===== config.mk =====
export PLATFORM = sky130hd
export DESIGN_NAME = game_tick_sched
export DESIGN_NICKNAME = d
export VERILOG_FILES = /design/src/rtl/game_tick_pkg.sv /design/src/rtl/game_tick_sched_rr_arbiter.sv /design/src/rtl/game_tick_sched.sv
export SDC_FILE = /design/constraint.sdc
export NUM_CORES = 1
export LEC_CHECK = 0
export CAP_MARGIN = 20
export CORE_ASPECT_RATIO = 2
export CORE_MARGIN = 2
export CORE_UTILIZATION = 54
export CTS_BUF_LIST = sky130_fd_sc_hd__clkbuf_4 sky130_fd_sc_hd__clkbuf_8
export DETAILED_ROUTE_END_ITERATION = 12
export GPL_TIMING_DRIVEN = 1
export PLACE_DENSITY = 0.78
export SLEW_MARGIN = 20
export SYNTH_ARGS = -nofsm -noshare
export SYNTH_HDL_FRONTEND = slang
export SYNTH_SLANG_ARGS = --single-unit

===== constraint.sdc =====
create_clock -name clk -period 3.8 [get_ports clk]
set_clock_uncertainty 0.05 [all_clocks]
set_input_delay 0.57 -clock clk [delete_from_list [all_inputs] [get_ports clk]]
set_output_delay 0.57 -clock clk [all_outputs]
set_load 0.01 [all_outputs]

===== src/rtl/game_tick_pkg.sv =====
// Shared definitions for the game-tick scheduler: the game phase encoding
// and the default base-tick divider (148 ms at a 50 MHz system clock).
package game_tick_pkg;

    typedef enum logic [1:0] {
        ST_IDLE  = 2'd0,
        ST_PLAY  = 2'd1,
        ST_PAUSE = 2'd2,
        ST_OVER  = 2'd3
    } game_state_t;

    localparam int TICK_DIV_DEFAULT = 7400000;

endpackage


===== src/rtl/game_tick_sched_rr_arbiter.sv =====
// Round-robin picker for the shared move engine. It scans the request
// vector from the pointer upward, wrapping, and returns the first hit as
// a one-hot grant plus its index. Purely combinational.
module rr_arbiter
    import game_tick_pkg::*;
#(
    parameter int N_OBJ = 4,
    parameter int ID_W  = 2
) (
    input  logic [N_OBJ-1:0] i_req,
    input  logic [ID_W-1:0]  i_ptr,
    output logic [N_OBJ-1:0] o_gnt,
    output logic [ID_W-1:0]  o_idx,
    output logic             o_any
);

    // First request at or above the pointer wins; the scan wraps past the top
    always_comb begin
        int   k;
        logic found;
        k     = 0;
        found = 1'b0;
        o_gnt = '0;
        o_idx = '0;
        for (int i = 0; i < N_OBJ; i++) begin
            k = int'(i_ptr) + i;
            if (k >= N_OBJ) begin
                k = k - N_OBJ;
            end
            if (!found && i_req[k]) begin
                found    = 1'b1;
                o_gnt[k] = 1'b1;
                o_idx    = ID_W'(k);
            end
        end
        o_any = found;
    end

endmodule


===== src/rtl/game_tick_sched.sv =====
// Game-tick scheduler: divides clk down to the base movement tick, runs
// the IDLE/PLAY/PAUSE/OVER phase machine, counts down each object's move
// period and serializes due objects onto one move engine via valid/ready.
// Optional feature: define GAME_TICK_SCHED_STEP_EN to build the elapsed
// play-time counter (time_step); without it time_step is tied to 0.
module game_tick_sched
    import game_tick_pkg::*;
#(
    parameter int N_OBJ    = 4,
    parameter int TICK_DIV = TICK_DIV_DEFAULT,
    parameter int PER_W    = 4,
    parameter int STEP_W   = 8,
    parameter int STEP_DIV = 1000
) (
    input  logic                     clk,
    input  logic                     rst_n,
    input  logic                     start,
    input  logic                     pause,
    input  logic                     hit,
    input  logic [N_OBJ-1:0]         obj_en,
    input  logic [N_OBJ*PER_W-1:0]   obj_period,
    output logic                     mv_valid,
    output logic [$clog2(N_OBJ)-1:0] mv_id,
    input  logic                     mv_ready,
    output logic                     tick,
    output logic [1:0]               state,
    output logic                     overrun,
    output logic [STEP_W-1:0]        time_step
);

    localparam int                ID_W    = $clog2(N_OBJ);
    localparam int                DIV_W   = (TICK_DIV > 1) ? $clog2(TICK_DIV) : 1;
    localparam logic [DIV_W-1:0]  DIV_MAX = DIV_W'(TICK_DIV - 1);
    localparam logic [ID_W-1:0]   LAST_ID = ID_W'(N_OBJ - 1);

    game_state_t                   r_state;
    game_state_t                   w_nextState;
    logic                          w_clear;
    logic                          w_toOver;

    logic [DIV_W-1:0]              r_div;
    logic                          r_tick;
    logic                          w_tickProc;

    logic [N_OBJ-1:0][PER_W-1:0]   r_cnt;
    logic [N_OBJ-1:0]              w_due;
    logic [N_OBJ-1:0]              w_busy;
    logic [N_OBJ-1:0]              r_pend;

    logic                          r_valid;
    logic [ID_W-1:0]               r_id;
    logic [ID_W-1:0]               r_rrPtr;
    logic                          r_overrun;

    logic [N_OBJ-1:0]              w_gnt;
    logic [ID_W-1:0]               w_gntIdx;
    logic                          w_any;
    logic                          w_sel;

    // Phase register
    always_ff @(posedge clk or negedge rst_n) begin
        if (!rst_n) begin
            r_state <= ST_IDLE;
        end else begin
            r_state <= w_nextState;
        end
    end

    // Phase transitions (hit beats pause beats start); flags a fresh game or an abort
    always_comb begin
        w_nextState = r_state;
        w_clear     = 1'b0;
        w_toOver    = 1'b0;
        case (r_state)
            ST_IDLE: begin
                if (start) begin
                    w_nextState = ST_PLAY;
                    w_clear     = 1'b1;
                end
            end
            ST_PLAY: begin
                if (hit) begin
                    w_nextState = ST_OVER;
                    w_toOver    = 1'b1;
                end else if (pause) begin
                    w_nextState = ST_PAUSE;
                end else if (start) begin
                    w_clear     = 1'b1;
                end
            end
            ST_PAUSE: begin
                if (hit) begin
                    w_nextState = ST_OVER;
                    w_toOver    = 1'b1;
                end else if (pause) begin
                    w_nextState = ST_PLAY;
                end else if (start) begin
                    w_nextState = ST_PLAY;
                    w_clear     = 1'b1;
                end
            end
            ST_OVER: begin
                if (start) begin
                    w_nextState = ST_PLAY;
                    w_clear     = 1'b1;
                end
            end
            default: begin
                w_nextState = ST_IDLE;
            end
        endcase
    end

    // Base divider runs only while playing; the wrap raises tick one cycle later
    always_ff @(posedge clk or negedge rst_n) begin
        if (!rst_n) begin
            r_div  <= '0;
            r_tick <= 1'b0;
        end else if (w_clear) begin
            r_div  <= '0;
            r_tick <= 1'b0;
        end else if (r_state == ST_PLAY && !w_toOver) begin
            if (r_div == DIV_MAX) begin
                r_div  <= '0;
                r_tick <= 1'b1;
            end else begin
                r_div  <= r_div + DIV_W'(1);
                r_tick <= 1'b0;
            end
        end else begin
            r_tick <= 1'b0;
        end
    end

    // A tick is acted on unless the game is being restarted or aborted this cycle
    assign w_tickProc = r_tick && (r_state == ST_PLAY || r_state == ST_PAUSE)
                        && !w_toOver && !w_clear;

    // Per-object countdowns: reload on expiry, hold at zero while disabled
    always_ff @(posedge clk or negedge rst_n) begin
        if (!rst_n) begin
            r_cnt <= '0;
        end else if (w_clear) begin
            r_cnt <= '0;
        end else begin
            for (int k = 0; k < N_OBJ; k++) begin
                if (!obj_en[k]) begin
                    r_cnt[k] <= '0;
                end else if (w_tickProc) begin
                    if (r_cnt[k] == '0) begin
                        r_cnt[k] <= obj_period[k*PER_W +: PER_W];
                    end else begin
                        r_cnt[k] <= r_cnt[k] - PER_W'(1);
                    end
                end
            end
        end
    end

    // Which objects fall due on this tick, and which one is stuck on the engine
    always_comb begin
        w_due  = '0;
        w_busy = '0;
        for (int k = 0; k < N_OBJ; k++) begin
            w_due[k] = w_tickProc && obj_en[k] && (r_cnt[k] == '0);
        end
        if (r_valid && !mv_ready) begin
            w_busy[r_id] = 1'b1;
        end
    end

    rr_arbiter #(
        .N_OBJ (N_OBJ),
        .ID_W  (ID_W)
    ) u_arb (
        .i_req (r_pend),
        .i_ptr (r_rrPtr),
        .o_gnt (w_gnt),
        .o_idx (w_gntIdx),
        .o_any (w_any)
    );

    // A new pick is allowed only in PLAY and only when the engine slot is free or freeing
    assign w_sel = w_any && (r_state == ST_PLAY) && (!r_valid || mv_ready);

    // Pending flags and the presented request; restart and abort both empty the queue
    always_ff @(posedge clk or negedge rst_n) begin
        if (!rst_n) begin
            r_pend  <= '0;
            r_valid <= 1'b0;
            r_id    <= '0;
            r_rrPtr <= '0;
        end else if (w_clear || w_toOver) begin
            r_pend  <= '0;
            r_valid <= 1'b0;
            if (w_clear) begin
                r_id    <= '0;
                r_rrPtr <= '0;
            end
        end else begin
            r_pend <= (r_pend & ~(w_sel ? w_gnt : '0)) | w_due;
            if (w_sel) begin
                r_valid <= 1'b1;
                r_id    <= w_gntIdx;
                r_rrPtr <= (w_gntIdx == LAST_ID) ? '0 : w_gntIdx + ID_W'(1);
            end else if (mv_ready) begin
                r_valid <= 1'b0;
            end
        end
    end

    // Sticky overrun: an object came due again before its last move was served
    always_ff @(posedge clk or negedge rst_n) begin
        if (!rst_n) begin
            r_overrun <= 1'b0;
        end else if (w_clear) begin
            r_overrun <= 1'b0;
        end else if (|(w_due & (r_pend | w_busy))) begin
            r_overrun <= 1'b1;
        end
    end

    assign mv_valid = r_valid;
    assign mv_id    = r_id;
    assign tick     = r_tick;
    assign state    = r_state;
    assign overrun  = r_overrun;

`ifdef GAME_TICK_SCHED_STEP_EN
    localparam int               SUB_W   = (STEP_DIV > 1) ? $clog2(STEP_DIV) : 1;
    localparam logic [SUB_W-1:0] SUB_MAX = SUB_W'(STEP_DIV - 1);

    logic [SUB_W-1:0]  r_stepSub;
    logic [STEP_W-1:0] r_timeStep;

    // Elapsed play time: one step every STEP_DIV ticks, saturating at all-ones
    always_ff @(posedge clk or negedge rst_n) begin
        if (!rst_n) begin
            r_stepSub  <= '0;
            r_timeStep <= '0;
        end else if (w_clear) begin
            r_stepSub  <= '0;
            r_timeStep <= '0;
        end else if (w_tickProc) begin
            if (r_stepSub == SUB_MAX) begin
                r_stepSub <= '0;
                if (r_timeStep != '1) begin
                    r_timeStep <= r_timeStep + STEP_W'(1);
                end
            end else begin
                r_stepSub <= r_stepSub + SUB_W'(1);
            end
        end
    end

    assign time_step = r_timeStep;
`else
    logic w_unusedStepDiv;
    assign w_unusedStepDiv = (STEP_DIV > 1);
    assign time_step       = '0;
`endif

endmodule


### Word-level counts from Yosys, hierarchy flattened

Index checks and enable logic that the tools add are counted.

* register bits: 52
* logic and storage cells: 187

* $add $sub $neg: 13
* $lt $le $gt $ge: 14
* equality and inequality tests: 11
* multiplexer cells: 83
* bitwise gates (word level): 8
* reductions and logical operators: 46

Operators with widths (number)
* >= comparator 32 x 1 -> 1 bit, second input constant: 4
* < comparator 32 x 4 -> 1 bit, second input constant: 4
* two-way mux 32 bit: 4
* >= comparator 32 x 4 -> 1 bit, second input constant: 3
* subtractor 32 x 4 -> 32 bit, second input constant: 3
* two-way mux 4 bit: 19
* two-way mux 23 bit: 3
* two-way mux 1 bit: 30
* two-way mux 2 bit: 15
* adder 23 x 1 -> 23 bit, second input constant: 1
* equality test 23 bit, second input constant: 1
* logical AND 1 bit: 23
* OR 4 bit: 5
* zero test 4 bit: 4
* two-way mux 16 bit: 1
* subtractor 4 x 1 -> 4 bit, second input constant: 4
* != test 3 x 1 -> 1 bit, second input constant: 4
* demux 1 bit (select 2 bit): 5
* AND 4 bit: 2
* binary-select mux 1 bit (select 2 bit): 4
* zero test 1 bit: 7
* adder 2 x 2 -> 3 bit, second input constant: 2
* equality test 2 bit, second input constant: 3
* case mux 2 bit (3 select lines): 1
* other kinds (18): 23

### Depth between registers and ports, before layout

* depth after elaboration: 22
* depth in mapped cells: 10

### Cells and area by module

Synthesis repeated with hierarchy kept, for this count alone.

* cell total of the unflattened synthesis: 420
* area total of the unflattened synthesis: 3642.2 um^2

Modules (own cells, without submodules)
* game_tick_sched: times used 1, cells each 372, area an instance 3181.8 um^2
* rr_arbiter: times used 1, cells each 48, area an instance 460.4 um^2

### Worst setup path before layout

Ideal clock, no wire load.

* kind: reg2reg
* start point: register r_rrPtr[1]
* end point: register r_rrPtr[1]
* library setup time: 0.125 ns
* data arrival time: 2.074 ns
* data required time: 3.625 ns
* path slack: 1.551 ns
* cell stages (with the launch flop): 10
* period minus slack after synthesis: 2.249 ns
* cell sequence: dfrtp_1 > inv_1 > ha_1 > buf_2 > nor3b_1 > a22oi_1 > o21ai_1 > o32a_1 > xnor2_1 > o21ai_1

* longest elaborated chain between the ends: 19
* elaborated cells on any way between the ends: 50

RTL lines
* from (decl): RTL line game_tick_sched.sv:52 `logic [ID_W-1:0] r_rrPtr;`
* from (signal assigned): RTL line game_tick_sched.sv:205 `r_rrPtr <= (w_gntIdx == LAST_ID) ? '0 : w_gntIdx + ID_W'(1);`
* branches (longest 19 deep; another with subtractor 32 x 4 -> 32 bit)

Parallel ways; which one is timed is not known. The select of a mux whose other input is x is not followed.
A chain may end at the register's enable or synchronous reset.

### Final worst setup path

* start point: register r_rrPtr[0]
* end point: register r_rrPtr[1]

The elaborated chain is that of the path after synthesis.

==> Implementation_results.wiki <==
{| class="wikitable"
! Metric !! Value
|-
| Worst Path Class, Setup || reg2reg
|-
| Number of antenna violations at the first check in global routing || 0
|-
| Number of global-route vias before repair || 3269
|-
| Clock tree from TritonCTS || yes
|-
| Cell area after placement || 3960 um^2
|-
| Initial core utilization || 55.2%
|-
| Clock latency at the later pin of the worst-skew pair || 330 ps
|-
| DRC violation count after routing || 0
|-
| Fraction of the yosys area taken by sequential cells || 35.9%
|-
| Final setup violation count || 0
|-
| Longest Clk Path Bufs || 2
|-
| IO buf count || 32
|-
| Final number of max-transition violations || 0
|-
| Synth Flop Type || sky130_fd_sc_hd__dfrtp_1
|-
| Area growth from synthesis to layout || 11.7%
|-
| Required time of the worst setup path || 3960 ps
|-
| Top-level I/O count || 41
|-
| Wire length of the first global-routing pass || 14200 um
|-
| PnR Total Power || 1.49 mW
|-
| X dimension of the die || 61.9 um
|-
| Vias per Instance || 6.12
|-
| Mean instance size in the synthesized netlist || 8.49 um^2
|-
| Endpoint type of the worst setup path || flip-flop
|-
| Peak ir drop on the vdd network || 0.395 mV
|-
| Number of library cell types mapped by synthesis || 56
|-
| Clock-pin slew on the worst setup and hold paths || 110 ps
|-
| Core area || 6570 um^2
|-
| FF+latch area || 1300 um^2
|-
| Commonest non-fill, non-tap cells in the layout || sky130_fd_sc_hd__dfrtp_1 (52), sky130_fd_sc_hd__nand2_1 (42), sky130_fd_sc_hd__o21ai_1 (37)
|-
| DR vias || 3321
|-
| Initial DRT Pass Iterations || 5
|-
| Number of cell rows || 42
|-
| CTS Hold Buffers Added || 0
|-
| Portion of the clock cycle consumed by the worst path in the final layout || 72.5%
|-
| Cell area after synthesis || 3620 um^2
|-
| Outcome || finished, final reports clean
|-
| H-tree lvl count || 2
|-
| Number of max-cap violations || 0
|-
| Sum of net half-perimeters after detailed placement || 6470 um
|-
| Synthesis Warnings || 0
|-
| Fin Setup TNS || 0 ps
|-
| Gate count of the mapped netlist || 427
|-
| Clock Sinks || 52
|-
| Commonest non-fill, non-tap cell in the layout || sky130_fd_sc_hd__dfrtp_1
|-
| Share of post-route cells with drive strength above 1 || 5.93%
|-
| Buffers inserted by post-CTS timing repair || 0
|-
| Fin nets || 497
|-
| Type of the worst min-delay path || in2async
|-
| WL final || 8770 um
|-
| Wirelength per Cell || 16.2 um
|-
| Static Leak || 1.65 nW
|-
| Final critical path time including I/O delays and setup || 2750 ps
|-
| Cells resized by post-CTS repair || 0
|-
| Maximum fanout count along the critical path || 18
|-
| PwrDens || 367 nW/um^2
|-
| Worst Setup Start Kind || flip-flop
|-
| Fraction of registers with async set/reset || 100%
|-
| Die height || 120 um
|-
| RD Place Congestion || 0.895
|-
| Fill cell total of the finished layout || 598
|-
| Maximum number of pins on one net before global-route repair || 31
|-
| Non-Filler Cell Area, Final || 4050 um^2
|-
| Total Die Area || 7420 um^2
|-
| Headroom to the max-slew limit || 43.0%
|-
| Antenna diode count || 0
|-
| Aggregate global routing overflow || 0
|-
| Data arrival, critical path || 2910 ps
|-
| Timing-limited maximum frequency || 363 MHz
|-
| Number of enable flip-flop cells after synthesis || 0
|-
| Yosys reg bits || 52
|-
| Global-route usage over all layers || 24.8%
|-
| Multi-input logic area || 2130 um^2
|-
| Number of antenna-violating nets in the routed design || 0
|-
| Worst-Margin Slew || 853 ps
|-
| Detailed Route Iter0 Violations || 228
|-
| Hold Fails Final Rpt || 0
|-
| Cell at the root of the clock tree || sky130_fd_sc_hd__clkbuf_8
|-
| RSZ-0062 raised after global routing || no
|-
| TritonCTS buffer count || 5
|}
metrics by stage:
stage / worst slack (ps) / util [%] / cells / hold slack [ps]
2_1_floorplan: 1550 / - / 434 / 224
3_3_place_gp: 1030 / 60.2 / 535 / 418
3_5_place_dp: 940 / 60.2 / 535 / 436
4_1_cts: 1050 / 61.6 / 543 / 242
5_1_grt: 830 / 61.6 / 543 / 264
6_report: 1050 / 61.6 / 543 / 215
path summary, 6_finish.rpt:
check / to / startpoint / slack (ps) / cells past startpoint
worst min-delay path: r_div[9]$_DFFE_PN0P_ / rst_n / 210 / 1
worst max register to register: r_rrPtr[1]$_DFFE_PN0P_ / r_rrPtr[0]$_DFFE_PN0P_ / 1050 / 8
min in group clk: r_div[22]$_DFFE_PN0P_ / r_div[22]$_DFFE_PN0P_ / 460 / 1
max in group asynchronous: r_cnt[13]$_DFFE_PN0P_ / rst_n / 2710 / 2
worst max-delay path: r_rrPtr[1]$_DFFE_PN0P_ / r_rrPtr[0]$_DFFE_PN0P_ / 1050 / 8
worst min register to register: r_div[22]$_DFFE_PN0P_ / r_div[22]$_DFFE_PN0P_ / 460 / 1
synth_stat cells (4+ instances only):
| library cell | number | share of area [%] |
|---|---|---|
| sky130_fd_sc_hd__dfrtp_1 | 52 | 36 |
| sky130_fd_sc_hd__nand2_1 | 42 | 4.3 |
| sky130_fd_sc_hd__o21ai_1 | 37 | 5.1 |
| sky130_fd_sc_hd__a21oi_1 | 34 | 4.7 |
| sky130_fd_sc_hd__nor2_1 | 31 | 3.2 |
| sky130_fd_sc_hd__o21ai_0 | 27 | 3.7 |
| sky130_fd_sc_hd__inv_1 | 19 | 2.0 |
| sky130_fd_sc_hd__ha_1 | 17 | 5.9 |
| sky130_fd_sc_hd__nand3_1 | 16 | 2.2 |
| sky130_fd_sc_hd__nor3b_1 | 12 | 2.5 |
| sky130_fd_sc_hd__a31oi_1 | 10 | 1.7 |
| sky130_fd_sc_hd__nand4_1 | 10 | 1.7 |
| sky130_fd_sc_hd__a22oi_1 | 9 | 1.9 |
| sky130_fd_sc_hd__nor3_1 | 9 | 1.2 |
| sky130_fd_sc_hd__buf_4 | 8 | 1.7 |
| sky130_fd_sc_hd__nor2b_1 | 7 | 1.2 |
| sky130_fd_sc_hd__and3_1 | 6 | 1.0 |
| sky130_fd_sc_hd__buf_2 | 6 | 0.83 |
| sky130_fd_sc_hd__and2_1 | 5 | 0.86 |
| sky130_fd_sc_hd__or3_1 | 5 | 0.86 |
| sky130_fd_sc_hd__clkbuf_1 | 4 | 0.41 |
| sky130_fd_sc_hd__mux2i_1 | 4 | 1.1 |
| sky130_fd_sc_hd__o2bb2ai_1 | 4 | 0.97 |
| sky130_fd_sc_hd__o31ai_1 | 4 | 0.83 |
where the power goes:
group,internal (mW),switching (mW)
combinational,0.186,0.333
clock,0.135,0.213
sequential,0.581,0.0394
total,0.902,0.586
logic make-up (layout without fill, tap and decap cells):
logic type,Yosys count,after routing,share of synthesized area (%)
muxes,7,7,2.97
xor gates and xnor gates,3,3,0.725
AOI/OAI and AO/OA,146,146,24.9
other,1,8,0.103
adders and majority gates,17,17,5.87
and+or+nand+nor,158,158,23.4
DFF,52,52,35.9
buffers and inverters,43,64,6.14
registers in the layout, indices dropped and copies added, names as in the netlist:
name / count
mv_id: 2
r_cnt: 16
tick: 1
overrun: 1
mv_valid: 1
r_div: 23
r_rrPtr: 2
r_pend: 4
state: 2
critical path, cell delays in order, from the launching register on:
cell	delay, ps
sky130_fd_sc_hd__dfrtp_1	800
sky130_fd_sc_hd__inv_2	90
sky130_fd_sc_hd__ha_1	490
sky130_fd_sc_hd__nor3b_1	220
sky130_fd_sc_hd__a22oi_1	170
sky130_fd_sc_hd__o21ai_1	160
sky130_fd_sc_hd__o32a_1	420
sky130_fd_sc_hd__xnor2_1	170
sky130_fd_sc_hd__o21ai_1	70
per-layer routing:
metal	vias to the layer above	global-route usage (%)	part of all wire (%)
li1	1605	-	-
met3	29	3.13	2.8
met5	-	0	0
met1	1620	27.7	38
met2	67	44.2	56
met4	0	10.5	3.6
cell type report:
| cell class | count | area share [%] |
|---|---|---|
| Clock inverter | 3 | 0.618 |
| Clock buffer | 5 | 1.70 |
| Timing Repair Buffer | 35 | 8.34 |
| Tap cell | 88 | 2.72 |
| Inverter | 21 | 1.95 |
| Multi-Input combinational cell | 339 | 52.5 |
| Sequential cell | 52 | 32.1 |
No activity file was read; power rests on OpenSTA's default activity.
